`src/rtl/dh_pkg.sv`:
```
// Shared definitions for the Diffie-Hellman modular exponentiation datapath:
// FSM states, default operand widths and the fixed-latency formula.
package dh_pkg;

  localparam int DH_W  = 32;
  localparam int DH_EW = 64;

  typedef enum logic [1:0] {
    IDLE   = 2'd0,
    REDUCE = 2'd1,
    LOOP   = 2'd2,
    FINISH = 2'd3
  } dh_state_e;

  // Cycles from the start-sampling edge to the edge that raises done.
  function automatic int dh_latency(input int w, input int ew);
    return (ew + 1) * (w + 1) + 1;
  endfunction

endpackage

```
`src/rtl/dh_modmult.sv`:
```
// Interleaved shift-add modular multiplier: prod = a*b mod p, MSB-first scan of a.
// Operands are read live during compute and must stay stable until rdy; b < p.
module dh_modmult #(
  parameter int W = 32
) (
  input  logic         clk,
  input  logic         rst,
  input  logic         go,
  input  logic [W-1:0] a,
  input  logic [W-1:0] b,
  input  logic [W-1:0] p,
  output logic         rdy,
  output logic [W-1:0] prod
);

  localparam int CW = $clog2(W + 1);

  logic [CW-1:0] cnt_q, cnt_d;
  logic          run_q, run_d;
  logic [W-1:0]  r_q, r_d;

  logic [CW-1:0] idx_s;
  logic [W-1:0]  a_sh_s;
  logic [W+1:0]  p_ext_s, sum_s, sub1_s, sub2_s;

  assign rdy  = run_q && (cnt_q == '0);
  assign prod = r_q;

  // One shift-add step followed by up to two conditional subtractions; sum < 3p.
  always_comb begin
    idx_s   = cnt_q - CW'(1);
    a_sh_s  = a >> idx_s;
    p_ext_s = {2'b00, p};
    sum_s   = {1'b0, r_q, 1'b0} + (a_sh_s[0] ? {2'b00, b} : {(W+2){1'b0}});
    sub1_s  = (sum_s >= p_ext_s) ? (sum_s - p_ext_s) : sum_s;
    sub2_s  = (sub1_s >= p_ext_s) ? (sub1_s - p_ext_s) : sub1_s;
    cnt_d   = cnt_q;
    run_d   = run_q;
    r_d     = r_q;
    if (go) begin
      run_d = 1'b1;
      cnt_d = CW'(W);
      r_d   = '0;
    end else if (rdy) begin
      run_d = 1'b0;
    end else if (run_q) begin
      r_d   = W'(sub2_s);
      cnt_d = cnt_q - CW'(1);
    end else begin
      r_d   = r_q;
    end
  end

  // Multiplier state registers.
  always_ff @(posedge clk or negedge rst) begin
    if (!rst) begin
      cnt_q <= '0;
      run_q <= 1'b0;
      r_q   <= '0;
    end else begin
      cnt_q <= cnt_d;
      run_q <= run_d;
      r_q   <= r_d;
    end
  end

endmodule

```
`src/rtl/dh_modexp.sv`:
```
// Constant-time right-to-left square-and-multiply: result = base^exp mod mod.
// Optional DH_MODEXP_ERR_CHECK_EN rejects mod < 2 with err=1 and result=0.
module dh_modexp
  import dh_pkg::*;
#(
  parameter int W  = DH_W,
  parameter int EW = DH_EW
) (
  input  logic          clk,
  input  logic          rst,
  input  logic          start,
  input  logic [W-1:0]  base,
  input  logic [EW-1:0] exp,
  input  logic [W-1:0]  mod,
  output logic          busy,
  output logic          done,
  output logic [W-1:0]  result,
  output logic          err
);

  localparam int BW = $clog2(EW + 1);

  dh_state_e     state_q, state_d;
  logic [W-1:0]  base_q, base_d;
  logic [EW-1:0] exp_q, exp_d;
  logic [W-1:0]  mod_q, mod_d;
  logic [W-1:0]  acc_q, acc_d;
  logic [W-1:0]  sq_q, sq_d;
  logic [BW-1:0] bit_q, bit_d;
  logic          busy_q, busy_d;
  logic          done_q, done_d;
  logic [W-1:0]  result_q, result_d;

  logic          go_m_s, go_s_s, m_rdy_s, s_rdy_s;
  logic [W-1:0]  m_prod_s, s_prod_s, s_a_s, s_b_s;
  logic          bad_s, mod_bad_s;

`ifdef DH_MODEXP_ERR_CHECK_EN
  logic bad_q, bad_d;
  logic err_q, err_d;
  assign bad_s     = bad_q;
  assign mod_bad_s = (mod < W'(2));
  assign err       = err_q;
`else
  assign bad_s     = 1'b0;
  assign mod_bad_s = 1'b0;
  assign err       = 1'b0;
`endif

  assign busy   = busy_q;
  assign done   = done_q;
  assign result = result_q;

  // The squaring unit doubles as the base-reduction unit (base * 1 mod p).
  assign s_a_s = (state_q == REDUCE) ? base_q : sq_q;
  assign s_b_s = (state_q == REDUCE) ? W'(1) : sq_q;

  dh_modmult #(.W(W)) u_mul (
    .clk(clk), .rst(rst), .go(go_m_s), .a(acc_q), .b(sq_q), .p(mod_q),
    .rdy(m_rdy_s), .prod(m_prod_s)
  );

  dh_modmult #(.W(W)) u_sqr (
    .clk(clk), .rst(rst), .go(go_s_s), .a(s_a_s), .b(s_b_s), .p(mod_q),
    .rdy(s_rdy_s), .prod(s_prod_s)
  );

  // Sequencer: a result is consumed on the same edge that launches the next multiply.
  always_comb begin
    state_d  = state_q;
    base_d   = base_q;
    exp_d    = exp_q;
    mod_d    = mod_q;
    acc_d    = acc_q;
    sq_d     = sq_q;
    bit_d    = bit_q;
    busy_d   = busy_q;
    done_d   = 1'b0;
    result_d = result_q;
    go_m_s   = 1'b0;
    go_s_s   = 1'b0;
`ifdef DH_MODEXP_ERR_CHECK_EN
    bad_d    = bad_q;
    err_d    = err_q;
`endif
    case (state_q)
      IDLE: begin
        if (start) begin
          base_d  = base;
          exp_d   = exp;
          mod_d   = mod;
          acc_d   = W'(1);
          busy_d  = 1'b1;
          state_d = REDUCE;
          go_s_s  = !mod_bad_s;
`ifdef DH_MODEXP_ERR_CHECK_EN
          bad_d   = mod_bad_s;
          err_d   = 1'b0;
`endif
        end else begin
          state_d = IDLE;
        end
      end
      REDUCE: begin
        if (bad_s) begin
          state_d = FINISH;
        end else if (s_rdy_s) begin
          sq_d    = s_prod_s;
          bit_d   = '0;
          go_m_s  = 1'b1;
          go_s_s  = 1'b1;
          state_d = LOOP;
        end else begin
          state_d = REDUCE;
        end
      end
      LOOP: begin
        if (s_rdy_s && m_rdy_s) begin
          sq_d  = s_prod_s;
          acc_d = exp_q[0] ? m_prod_s : acc_q;
          exp_d = exp_q >> 1;
          if (bit_q == BW'(EW - 1)) begin
            state_d = FINISH;
          end else begin
            bit_d  = bit_q + BW'(1);
            go_m_s = 1'b1;
            go_s_s = 1'b1;
          end
        end else begin
          state_d = LOOP;
        end
      end
      FINISH: begin
        result_d = bad_s ? '0 : acc_q;
        done_d   = 1'b1;
        busy_d   = 1'b0;
        state_d  = IDLE;
`ifdef DH_MODEXP_ERR_CHECK_EN
        err_d    = bad_q;
`endif
      end
      default: begin
        state_d = IDLE;
      end
    endcase
  end

  // Datapath and handshake registers.
  always_ff @(posedge clk or negedge rst) begin
    if (!rst) begin
      state_q  <= IDLE;
      base_q   <= '0;
      exp_q    <= '0;
      mod_q    <= '0;
      acc_q    <= '0;
      sq_q     <= '0;
      bit_q    <= '0;
      busy_q   <= 1'b0;
      done_q   <= 1'b0;
      result_q <= '0;
    end else begin
      state_q  <= state_d;
      base_q   <= base_d;
      exp_q    <= exp_d;
      mod_q    <= mod_d;
      acc_q    <= acc_d;
      sq_q     <= sq_d;
      bit_q    <= bit_d;
      busy_q   <= busy_d;
      done_q   <= done_d;
      result_q <= result_d;
    end
  end

`ifdef DH_MODEXP_ERR_CHECK_EN
  // Invalid-modulus tracking.
  always_ff @(posedge clk or negedge rst) begin
    if (!rst) begin
      bad_q <= 1'b0;
      err_q <= 1'b0;
    end else begin
      bad_q <= bad_d;
      err_q <= err_d;
    end
  end
`endif

endmodule

```
`config.mk`:
```
export PLATFORM = sky130hd
export DESIGN_NAME = dh_modexp
export DESIGN_NICKNAME = d
export VERILOG_FILES = /design/src/rtl/dh_pkg.sv /design/src/rtl/dh_modmult.sv /design/src/rtl/dh_modexp.sv
export SDC_FILE = /design/constraint.sdc
export NUM_CORES = 1
export LEC_CHECK = 0
export ABC_AREA = 1
export CAP_MARGIN = 40
export CELL_PAD_IN_SITES_DETAIL_PLACEMENT = 2
export CELL_PAD_IN_SITES_GLOBAL_PLACEMENT = 2
export CORE_MARGIN = 2
export CORE_UTILIZATION = 34
export DETAILED_ROUTE_END_ITERATION = 10
export GPL_TIMING_DRIVEN = 1
export PLACE_DENSITY_LB_ADDON = 0.25
export SYNTH_ARGS = -nofsm -noshare
export SYNTH_HDL_FRONTEND = slang
export SYNTH_SLANG_ARGS = --single-unit
```
`constraint.sdc`:
```
create_clock -name clk -period 9.4 [get_ports clk]
set_input_delay 1.88 -clock clk [delete_from_list [all_inputs] [get_ports clk]]
set_output_delay 1.88 -clock clk [all_outputs]
set_load 0.005 [all_outputs]
```
==> results of run 1 <==
kinds of logic (layout without fill, tap and decap cells):
| group | count (synthesis) | in the layout |
|---|---|---|
| AO/OA/AOI/OAI | 679 | 679 |
| XOR/XNOR | 150 | 150 |
| adder cells (fa/ha/maj) | 203 | 203 |
| buffers and inverters | 684 | 820 |
| flip-flops | 313 | 313 |
| other | 1 | 4 |
| AND/OR/NAND/NOR | 2316 | 2319 |
report_power, final:
group	switching, mW	internal (mW)	leakage, nW	total (mW)
Combinational	0.0424	0.0524	12.3	0.0949
Sequential	0	1.35	4.10	1.35
Clock	0.641	0.960	0.655	1.60
Total	0.683	2.36	17.1	3.04
critical path: cells and delay by family, from the launching register on:
| family | cells | cell delay [ns] |
|---|---|---|
| AO/OA/AOI/OAI | 6 | 1.15 |
| adder cells (fa/ha/maj) | 5 | 1.73 |
| flip-flops | 1 | 0.41 |
| AND/OR/NAND/NOR | 30 | 3.65 |
| XOR/XNOR | 2 | 0.49 |
| buffers and inverters | 7 | 1.25 |
state kept, by name, indices dropped and copies added (netlist names), 7 cells and up, named ones only:
| signal | cells |
|---|---|
| result | 32 |
| u_mul.prod | 32 |
| exp_q | 64 |
| mod_q | 32 |
| acc_q | 32 |
| base_q | 32 |
| u_sqr.prod | 32 |
| sq_q | 32 |
| bit_q | 7 |
routing by layer:
| metal | GRT usage | vias up |
|---|---|---|
| met4 | 0.09096 | 0 |
| li1 | - | 14300 |
| met2 | 0.4672 | 576 |
| met3 | 0.02757 | 133 |
| met1 | 0.4108 | 15050 |
| met5 | 0 | - |
metrics by stage:
stage | cell area, µm² | worst slack (ns) | instances | power [mW]
after floorplan | 27780 | 2.011 | 4346 | 1.379
after global placement | 30460 | 0.1495 | 5464 | 1.465
after detailed placement | 30540 | 0.06265 | 5467 | 1.468
after CTS | 31870 | 0.08360 | 5537 | 3.080
after global routing | 32120 | 0.01516 | 5545 | 3.131
final | 32130 | 0.5961 | 5548 | 3.043
cell usage after synthesis, types with 6 or more instances:
library cell / instances / share of area
a31oi_1: 71 / 0.016
nand4_1: 98 / 0.022
nand3b_1: 25 / 0.0068
clkbuf_1: 94 / 0.013
inv_1: 530 / 0.072
xnor2_1: 74 / 0.023
fa_1: 6 / 0.0043
nand2_2: 8 / 0.0018
o21ai_0: 255 / 0.046
a21oi_1: 229 / 0.041
o21bai_1: 30 / 0.0081
o21ai_1: 20 / 0.0036
buf_2: 36 / 0.0065
a21boi_0: 8 / 0.0022
inv_2: 9 / 0.0012
dfrtp_1: 313 / 0.28
nand2_1: 1432 / 0.19
ha_1: 197 / 0.089
a21o_1: 25 / 0.0068
o211ai_1: 10 / 0.0027
nor3_1: 59 / 0.011
nand3_1: 296 / 0.053
nor2_1: 365 / 0.049
xor2_1: 76 / 0.024
nor2_2: 9 / 0.0020
o22ai_1: 8 / 0.0018
worst paths after layout:
check                          startpoint             end  cells after the start
setup / recovery           u_sqr.cnt_q[0]  u_sqr.prod[17]                     50
hold / removal                 result[18]      result[18]                      2
setup reg to reg           u_sqr.cnt_q[0]  u_sqr.prod[17]                     50
hold reg to reg                result[18]      result[18]                      2
max in group asynchronous             rst         sq_q[4]                      2
min in group asynchronous             rst      result[28]                      1
cell type report:
class / instances / area, µm²
multi-input combinational: 3352 / 17490
antenna: 3 / 7.507
inverter: 541 / 2039
sequential: 313 / 7834
clock inverter: 12 / 190.2
timing repair buffer: 209 / 2090
fill: 9963 / 48550
tap: 1060 / 1326
clock buffer: 58 / 1149
repair_timing:
action / CTS / global route
gates resized for setup: 1 / 43
gates cloned: 0 / 3
setup endpoints to repair: 1 / 64
buffers inserted: 0 / 5
pin swaps: 0 / 4
==> results.json, run 1 <==
{
  "worstSetupEndpointType": "flop",
  "clockRootBuffer": "clkbuf_16",
  "drive_above_1_share": 0.04013,
  "synth-edff-count": 0,
  "ir_drop_mv": 0.1012,
  "cts_buffers": 40,
  "cts_num_sinks": 313,
  "synth_area_per_cell_um2": 6.393,
  "vias": 30070,
  "overflow": 0,
  "die_x_um": 289.9,
  "rows": 104,
  "synth_compound_area_frac": 0.1353,
  "syn_to_final_growth_pct": 15.64,
  "synth_seq_cells": 313,
  "start_util": 0.3444,
  "leakagePower_nw": 17.06,
  "syn_nets": 4680,
  "antenna_found_initial": 0,
  "min_period_ns": 8.804,
  "wl_per_cell_um": 22.52,
  "synthSimpleGateAreaFrac": 0.3468,
  "clk_pin_slew_ns": 0.06,
  "cp.required_ns": 9.90,
  "h-tree-depth": 2,
  "whs_ns": 0.4718,
  "critPathArrivalTime_ns": 9.31,
  "wl_met3_um": 4679,
  "coreArea_um2": 80680,
  "synth_fa_ha_area_frac": 0.09304,
  "critPathLaunchType": "flop",
  "min_period_over_period": 0.9366,
  "drc_errors": 0,
  "vias_per_cell": 5.419,
  "synth_area_um2": 27780,
  "final_common_cell": "nand2_1",
  "cts_tree": "built",
  "timing_hold_violations_final": 0,
  "synthArstFlopShare": 1.000,
  "slew_headroom": 0.3503,
  "ys_seq_area_frac": 0.2819,
  "clock_latency_ns": 0.57,
  "syn-instance-count": 4346,
  "maxCapViolCount": 0,
  "wl_met2_um": 55590,
  "port-buffer-count": 164,
  "gp_congestion": 0.9370,
  "drt_iter0_markers": 1929,
  "outcome": "complete, no violations",
  "crit_top_cell": "nand2_1",
  "grt_max_degree": 143,
  "die_area_um2": 84020,
  "pin_count": 166,
  "slowest_stage": "dfrtp_1",
  "rsz0062_at_grt": "no",
  "grtUsageTotal": 0.2906,
  "final-max-slew-violation-count": 0,
  "tightest_slew_ns": 0.9724,
  "final_util": 0.3982,
  "highest_layer": "met4",
  "ys_warn_count": 0,
  "path_class": "flop to flop",
  "ff2ff_setup_slack_ns": 0.60,
  "crit_fanout": 23,
  "max_stage_delay_ns": 0.41,
  "fin_tns_setup_ns": 0,
  "cts_buffer_depth": 3,
  "antenna_left": 0,
  "setup_viol": 0,
  "mostFrequentLayoutCells": "1,430 x nand2_1, 528 x inv_1, 362 x nor2_1, 312 x dfrtp_1, 295 x nand3_1",
  "dp_hpwl_um": 100800,
  "drt-total-wl_um": 124900,
  "holdBufCountCts": 0,
  "hold_path.class": "flop to flop",
  "final_nets": 4791,
  "grt_pass1_wl_um": 191400,
  "synthXorXnorAreaFrac": 0.04729,
  "synth_cell_types": 48,
  "die_y_um": 289.9,
  "pwr_density_cell_nw_per_um2": 94.73,
  "m1WireLength_um": 60230,
  "finClkSkew_ns": 0.02999,
  "grt_pass1_vias": 31820,
  "first_pass_iters": 5,
  "synth_mux_area_frac": 0,
  "synth_top_flop_cell": "dfrtp_1",
  "fmax_mhz": 113.6,
  "synth_top_family_by_area": "simple AND/OR/NAND/NOR gates"
}
Power figures use the tool's default switching activity.
==> run 2, diff against run 1 <==
- CORE_ASPECT_RATIO: not set -> 0.9
==> run 2 against run 1 <==
Against the previous run:
- clock skew is 0.010 ns lower
- non-clock buffer count is 17 higher
- count of clock-buffer cells in the layout is 1 higher
- maximum frequency is 0.99% lower
- via count is 0.69% higher
- clock power is 4% lower
- first-iteration DRC count is 18% higher
- combinational power is 1% higher
- largest power group unchanged
==> results.json, run 2 (same netlist as run 1, synthesis figures left out) <==
{
  "cp.required_ns": 9.87,
  "reg2reg_to": "u_sqr.prod[28]",
  "finClkSkew_ns": 0.01952,
  "antenna-diode-count": 0,
  "slowest_stage": "dfrtp_1",
  "fin_ws_ns": 0.5080,
  "grt_pass1_vias": 31640,
  "drc_errors": 0,
  "dp_hpwl_um": 101900,
  "drt-total-wl_um": 127200,
  "cts_buffers": 38,
  "clk_pin_slew_ns": 0.06,
  "seqCellArea_um2": 7833,
  "ff2ff_setup_slack_ns": 0.51,
  "rows": 99,
  "dp_slack_ns": 0.1043,
  "overflow": 0,
  "final_common_cell": "nand2_1",
  "fill_cells": 9932,
  "grt_pass1_wl_um": 192200,
  "top_register": "exp_q",
  "rsz0062_at_grt": "yes",
  "timing_hold_violations_final": 0,
  "multi_input_area_um2": 17510,
  "final-max-slew-violation-count": 0,
  "pin_count": 166,
  "antenna_left": 0,
  "grtUsageTotal": 0.2949,
  "fmax_mhz": 112.5,
  "vias": 30270,
  "maxCapViolCount": 0,
  "leakagePower_nw": 17.12,
  "mostFrequentLayoutCells": "1,432 x nand2_1, 529 x inv_1, 364 x nor2_1, 313 x dfrtp_1, 294 x nand3_1",
  "worstSetupEndpointType": "flop",
  "first_pass_iters": 7,
  "start_util": 0.3430,
  "vias_per_cell": 5.446,
  "critPathLaunchType": "flop",
  "path_class": "flop to flop",
  "min_period_ns": 8.892,
  "die_y_um": 275.2,
  "h-tree-depth": 2,
  "critPathArrivalTime_ns": 9.36,
  "tightest_slew_ns": 0.9206,
  "holdPathEnd": "result[16]",
  "pwr_density_cell_nw_per_um2": 92.47,
  "hold_start": "result[16]",
  "crit_top_cell": "nand2_1",
  "crit_fanout": 25,
  "die_area_um2": 84020,
  "grt_max_degree": 99,
  "gp_congestion": 0.9718,
  "outcome": "complete, no violations",
  "drt_iter0_markers": 2267,
  "largest_register_ffs": 64,
  "cts_tree": "built",
  "clock_latency_ns": 0.57,
  "cts_num_sinks": 313,
  "die_x_um": 305.3,
  "reg2reg_depth": 49,
  "hold_path_depth": 2,
  "antenna_found_initial": 0,
  "drive_above_1_share": 0.04245,
  "final_nets": 4805,
  "power.total_mw": 2.983,
  "slew_headroom": 0.3863,
  "min_period_over_period": 0.9460,
  "clockRootBuffer": "clkbuf_16",
  "ir_drop_mv": 0.1006,
  "cts_buffer_depth": 3,
  "hold_path.class": "flop to flop",
  "wl_per_cell_um": 22.87,
  "port-buffer-count": 164,
  "setup_viol": 0,
  "coreArea_um2": 81010,
  "syn_to_final_growth_pct": 16.10,
  "max_stage_delay_ns": 0.44
}
run 2: changes by cell type in the layout (fill, tap and decap cells not counted), sizes merged:
cell,before,now
buf,46,62
bufinv,4,3
clkbuf,58,60
diode,3,0
inv,541,539
nand3,304,303
run 2: how the worst max path moves through the flow:
stage	depth (start not counted)	slack [ns]	from	end
2_1_floorplan	51	2.01	u_sqr.cnt_q[0]	u_sqr.prod[1]
3_3_place_gp	46	0.39	u_sqr.cnt_q[0]	u_sqr.prod[28]
3_5_place_dp	45	0.10	u_sqr.cnt_q[0]	u_sqr.prod[28]
4_1_cts	45	0.03	u_sqr.cnt_q[0]	u_sqr.prod[28]
5_1_grt	52	-0.05	flop	u_sqr.prod[28]
6_report	49	0.51	flop	u_sqr.prod[28]
run 2: where the power goes:
group          internal, mW  switching (mW)
Combinational        0.0533          0.0428
Sequential             1.35               0
Clock                 0.905           0.634
run 2: critical path: cells and delay by family (launching register included):
family,cells,cell delay [ns]
XOR/XNOR,1,0.29
flip-flops,1,0.44
buffers and inverters,10,1.63
AO/OA/AOI/OAI,8,1.65
adder cells (fa/ha/maj),4,1.24
AND/OR/NAND/NOR,26,3.50
run 2: routing by layer:
layer,part of all wire,up-vias,track usage
li1,-,14320,-
met1,0.49,15160,0.4276
met2,0.44,651,0.4706
met3,0.038,140,0.02188
met4,0.030,0,0.08348
met5,0,-,0
run 2: repair_timing:
item                                    in CTS  in global routing
hold buffers                                 0                  0
endpoints found under the setup margin       0                 64
setup buffers                                0                  5
gates resized for setup                      0                 36
run 2: per-stage QoR:
stage,TNS [ns],util,cell area (µm²),std cells,hold slack [ns]
floorplan,0,-,27780,4346,0.4436
global placement,0,0.3773,30570,5478,0.4536
detailed placement,0,0.3788,30690,5483,0.4632
CTS,0,0.3944,31950,5551,0.4774
global route,-0.5558,0.3982,32260,5559,0.4927
finish,0,0.3982,32260,5559,0.4746
run 2: layout make-up:
cell class	count	area share
Multi-Input combinational cell	3351	0.5429
Timing Repair Buffer	226	0.07079
Clock buffer	59	0.03475
Inverter	541	0.06311
Tap cell	1060	0.04112
Sequential cell	313	0.2428
Clock inverter	9	0.004499
==> run 3, diff against run 2 <==
--- a/config.mk
+++ b/config.mk
@@ -7,3 +7,2 @@
 export LEC_CHECK = 0
-export ABC_AREA = 1
 export CAP_MARGIN = 40
@@ -13,3 +12,3 @@
 export CORE_MARGIN = 2
-export CORE_UTILIZATION = 34
+export CORE_UTILIZATION = 38
 export DETAILED_ROUTE_END_ITERATION = 10
--- a/constraint.sdc
+++ b/constraint.sdc
@@ -3,2 +3,2 @@
 set_output_delay 1.88 -clock clk [all_outputs]
-set_load 0.005 [all_outputs]
+set_load 0.01 [all_outputs]
==> run 3 against run 2 <==
Against the previous run:
- synthesized cell count is 36% lower
- the run now fails in clock tree synthesis (4_1_cts)
- area after synthesis is 9.2% lower
==> results.json, run 3 <==
{
  "outcome": "aborted with a tool error",
  "haltStage": "clock tree synthesis (4_1_cts)",
  "error_line": "[ERROR DPL-0033] detailed placement checks failed during check placement.",
  "synth-edff-count": 0,
  "syn-instance-count": 2788,
  "die_y_um": 248.4,
  "rows": 89,
  "cts_buffer_depth": 3,
  "synthArstFlopShare": 1.000,
  "yosysTopAreaCell": "dfrtp_1",
  "placed_area_um2": 32870,
  "synth_commonest_cells": "313 x dfrtp_1, 290 x nand2_1, 263 x o21ai_0, 211 x a21oi_1, 197 x ha_1",
  "syn_nets": 3122,
  "synth_area_leaders": "dfrtp_1 31%, ha_1 9.8%, mux2_2 7.5%",
  "synth_top_flop_cell": "dfrtp_1",
  "gp_congestion": 0.9423,
  "start_util": 0.3844,
  "holdBufCountCts": 0,
  "port-buffer-count": 164,
  "clockRootBuffer": "clkbuf_16",
  "ys_warn_count": 0,
  "synth_area_per_cell_um2": 9.044,
  "pin_count": 166,
  "cts_setup_buffers": 72,
  "dp.cells": 4362,
  "synth.top_cell.area_share": 0.3106,
  "die_x_um": 275.5,
  "yosysMostFrequentCell": "dfrtp_1",
  "cts_resized": 343,
  "ys_seq_area_frac": 0.3106,
  "synth_seq_cells": 313,
  "cts_num_sinks": 313,
  "synth_cell_types": 85,
  "dp_hpwl_um": 95650,
  "h-tree-depth": 2,
  "synth_area_um2": 25220,
  "cts_buffers": 39
}
run 3: per-stage QoR:
step                      hold WS (ns)  utilization  setup slack, ns
after global placement          0.4605       0.4987          -0.8584
after floorplan                 0.4496            -        -0.002579
after detailed placement        0.4730       0.5012           -1.390
run 3: logic make-up after synthesis:
group,count (synthesis),synth area share
flops,313,0.3106
fa+ha+maj,203,0.1025
simple gates,765,0.1461
other cells,1,0.0001487
xor+xnor,179,0.06217
buf+inv,217,0.03369
mux,323,0.1514
compound gates,787,0.1933
==> run 4, diff against run 3 <==
- CELL_PAD_IN_SITES_DETAIL_PLACEMENT: 2 -> not set
- CELL_PAD_IN_SITES_GLOBAL_PLACEMENT: 2 -> not set
- CORE_ASPECT_RATIO: 0.9 -> not set
- CORE_UTILIZATION: 38 -> 35
- PLACE_DENSITY_LB_ADDON: 0.25 -> 0.15
==> run 4 against run 3 <==
Against the previous run:
- the flow now finishes, with violations (setup timing)
- synthesized cell count unchanged
- area after synthesis unchanged
==> results.json, run 4 <==
{
  "critPathLaunchType": "flop",
  "hold_path.class": "flop to flop",
  "fin_tns_setup_ns": -0.005407,
  "die_area_um2": 74210,
  "tightest_slew_ns": 0.9204,
  "final-max-slew-violation-count": 0,
  "drt_iter0_markers": 1410,
  "grt_pass1_vias": 24100,
  "worstSetupEndpointType": "flop",
  "synth_area_per_cell_um2": 9.044,
  "maxCapViolCount": 0,
  "antenna_left": 0,
  "grt_pass1_wl_um": 133600,
  "vias_per_cell": 5.217,
  "mostFrequentLayoutCells": "682 x buf_4, 313 x dfrtp_1, 285 x nand2_1, 225 x o21ai_0, 185 x a21oi_1",
  "synth.top_cell.area_share": 0.3106,
  "top_register": "exp_q",
  "cp.required_ns": 9.83,
  "synth-edff-count": 0,
  "timing_hold_violations_final": 0,
  "drt-total-wl_um": 87950,
  "fill_cells": 6699,
  "overflow": 0,
  "min_period_ns": 9.405,
  "final_common_cell": "buf_4",
  "synth_seq_cells": 313,
  "synthArstFlopShare": 1.000,
  "syn-instance-count": 2788,
  "synth_cell_types": 85,
  "crit_top_cell": "buf_12",
  "clock_latency_ns": 0.56,
  "dp.cells": 4440,
  "clockRootBuffer": "clkbuf_16",
  "slowest_stage": "mux4_2",
  "critPathBufInv": 8,
  "grtUsageTotal": 0.2304,
  "largest_register_ffs": 64,
  "synth_top_flop_cell": "dfrtp_1",
  "vias": 23880,
  "setup_viol": 1,
  "synth_commonest_cells": "313 x dfrtp_1, 290 x nand2_1, 263 x o21ai_0, 211 x a21oi_1, 197 x ha_1",
  "final_nets": 3934,
  "cts_buffer_depth": 3,
  "port-buffer-count": 164,
  "holdBufCountCts": 0,
  "die_x_um": 272.4,
  "antenna_found_initial": 4,
  "yosysMostFrequentCell": "dfrtp_1",
  "yosysTopAreaCell": "dfrtp_1",
  "ys_seq_area_frac": 0.3106,
  "wl_per_cell_um": 19.22,
  "first_pass_iters": 5,
  "synth_area_leaders": "dfrtp_1 31%, ha_1 9.8%, mux2_2 7.5%",
  "crit_fanout": 8,
  "h-tree-depth": 2,
  "synth_area_um2": 25220,
  "rows": 98,
  "cts_tree": "built",
  "start_util": 0.3533,
  "path_delay_family": "compound AO/OA/AOI/OAI gates",
  "cts_num_sinks": 313,
  "fin_ws_ns": -0.005407,
  "grt_max_degree": 162,
  "drive_above_1_share": 0.3374,
  "slew_headroom": 0.3864,
  "syn_to_final_growth_pct": 43.77,
  "outcome": "finished, violations left",
  "max_stage_delay_ns": 0.52,
  "dp_hpwl_um": 70260,
  "critPathArrivalTime_ns": 9.84,
  "violations": "setup timing",
  "fmax_mhz": 106.3,
  "clk_pin_slew_ns": 0.06,
  "ys_warn_count": 0,
  "die_y_um": 272.4,
  "rsz0062_at_grt": "yes",
  "path_class": "flop to flop",
  "min_period_over_period": 1.001,
  "fin_cells": 4577,
  "gp_congestion": 0.9388,
  "syn_nets": 3122,
  "drc_errors": 0,
  "coreArea_um2": 71360,
  "finClkSkew_ns": 0.01926,
  "cts_buffers": 39,
  "pin_count": 166
}
[run 4: cell counts after synthesis]
No cell type changed its count.
[run 4: what timing repair did]
action | in CTS | in global routing
gates resized for setup | 127 | 183
endpoints found under the setup margin | 64 | 64
gates cloned | 3 | 3
buffers inserted | 38 | 27
pin swaps | 50 | 107
[run 4: cell families (layout without fill, tap and decap cells)]
group,after synthesis,count (layout),synth area share
AOI/OAI and AO/OA,787,787,0.1933
and+or+nand+nor,765,765,0.1461
muxes,323,323,0.1514
DFF,313,313,0.3106
buffers and inverters,217,1054,0.03369
adders and majority gates,203,203,0.1025
xor gates and xnor gates,179,179,0.06217
other,1,3,0.0001487
[run 4: worst paths after layout]
path                           start              to  slack (ns)  cells past startpoint
setup / recovery                flop  u_sqr.prod[29]      -0.005                     45
hold / removal             exp_q[21]       exp_q[21]        0.48                      2
setup reg to reg                flop  u_sqr.prod[29]      -0.005                     45
hold reg to reg            exp_q[21]       exp_q[21]        0.48                      2
max in group asynchronous        rst      base_q[30]        6.74                      2
min in group asynchronous        rst       result[6]        1.31                      1
[run 4: per-stage QoR]
stage	utilization	setup slack [ns]	hold slack, ns	instance area, µm²
floorplan	-	-0.002579	0.4496	25430
global placement	0.4591	-0.8296	0.4610	32770
detailed placement	0.4612	-0.8836	0.4701	32920
CTS	0.4927	-0.1157	0.4833	35160
global route	0.5079	-0.2938	0.4966	36250
finish	0.5080	-0.005407	0.4763	36250
[run 4: final cells by class]
| cell class | instances | area [µm²] | area share |
|---|---|---|---|
| clock inverter | 14 | 191.4 | 0.005281 |
| antenna | 2 | 5.005 | 0.0001381 |
| multi-input combinational | 2258 | 18030 | 0.4974 |
| clock buffer | 52 | 1105 | 0.03048 |
| inverter | 99 | 371.6 | 0.01025 |
| timing repair buffer | 889 | 7525 | 0.2076 |
| tap | 950 | 1189 | 0.03279 |
| sequential | 313 | 7833 | 0.2161 |
[run 4: tightest hold or removal path: stages, from the launching register on]
cell and delay (ns):
dfrtp_1 0.34, nand2_1 0.04, o21ai_0 0.06
[run 4: metal layers]
layer	vias to the layer above	part of all wire	GRT usage
li1	11810	-	-
met1	11500	0.46	0.3082
met2	440	0.48	0.3913
met3	126	0.030	0.02054
met4	0	0.033	0.07591
met5	-	0	0
Power of run 4 is not shown: default switching activity piles up to over one toggle a cycle in this logic, so the estimate is an artifact.
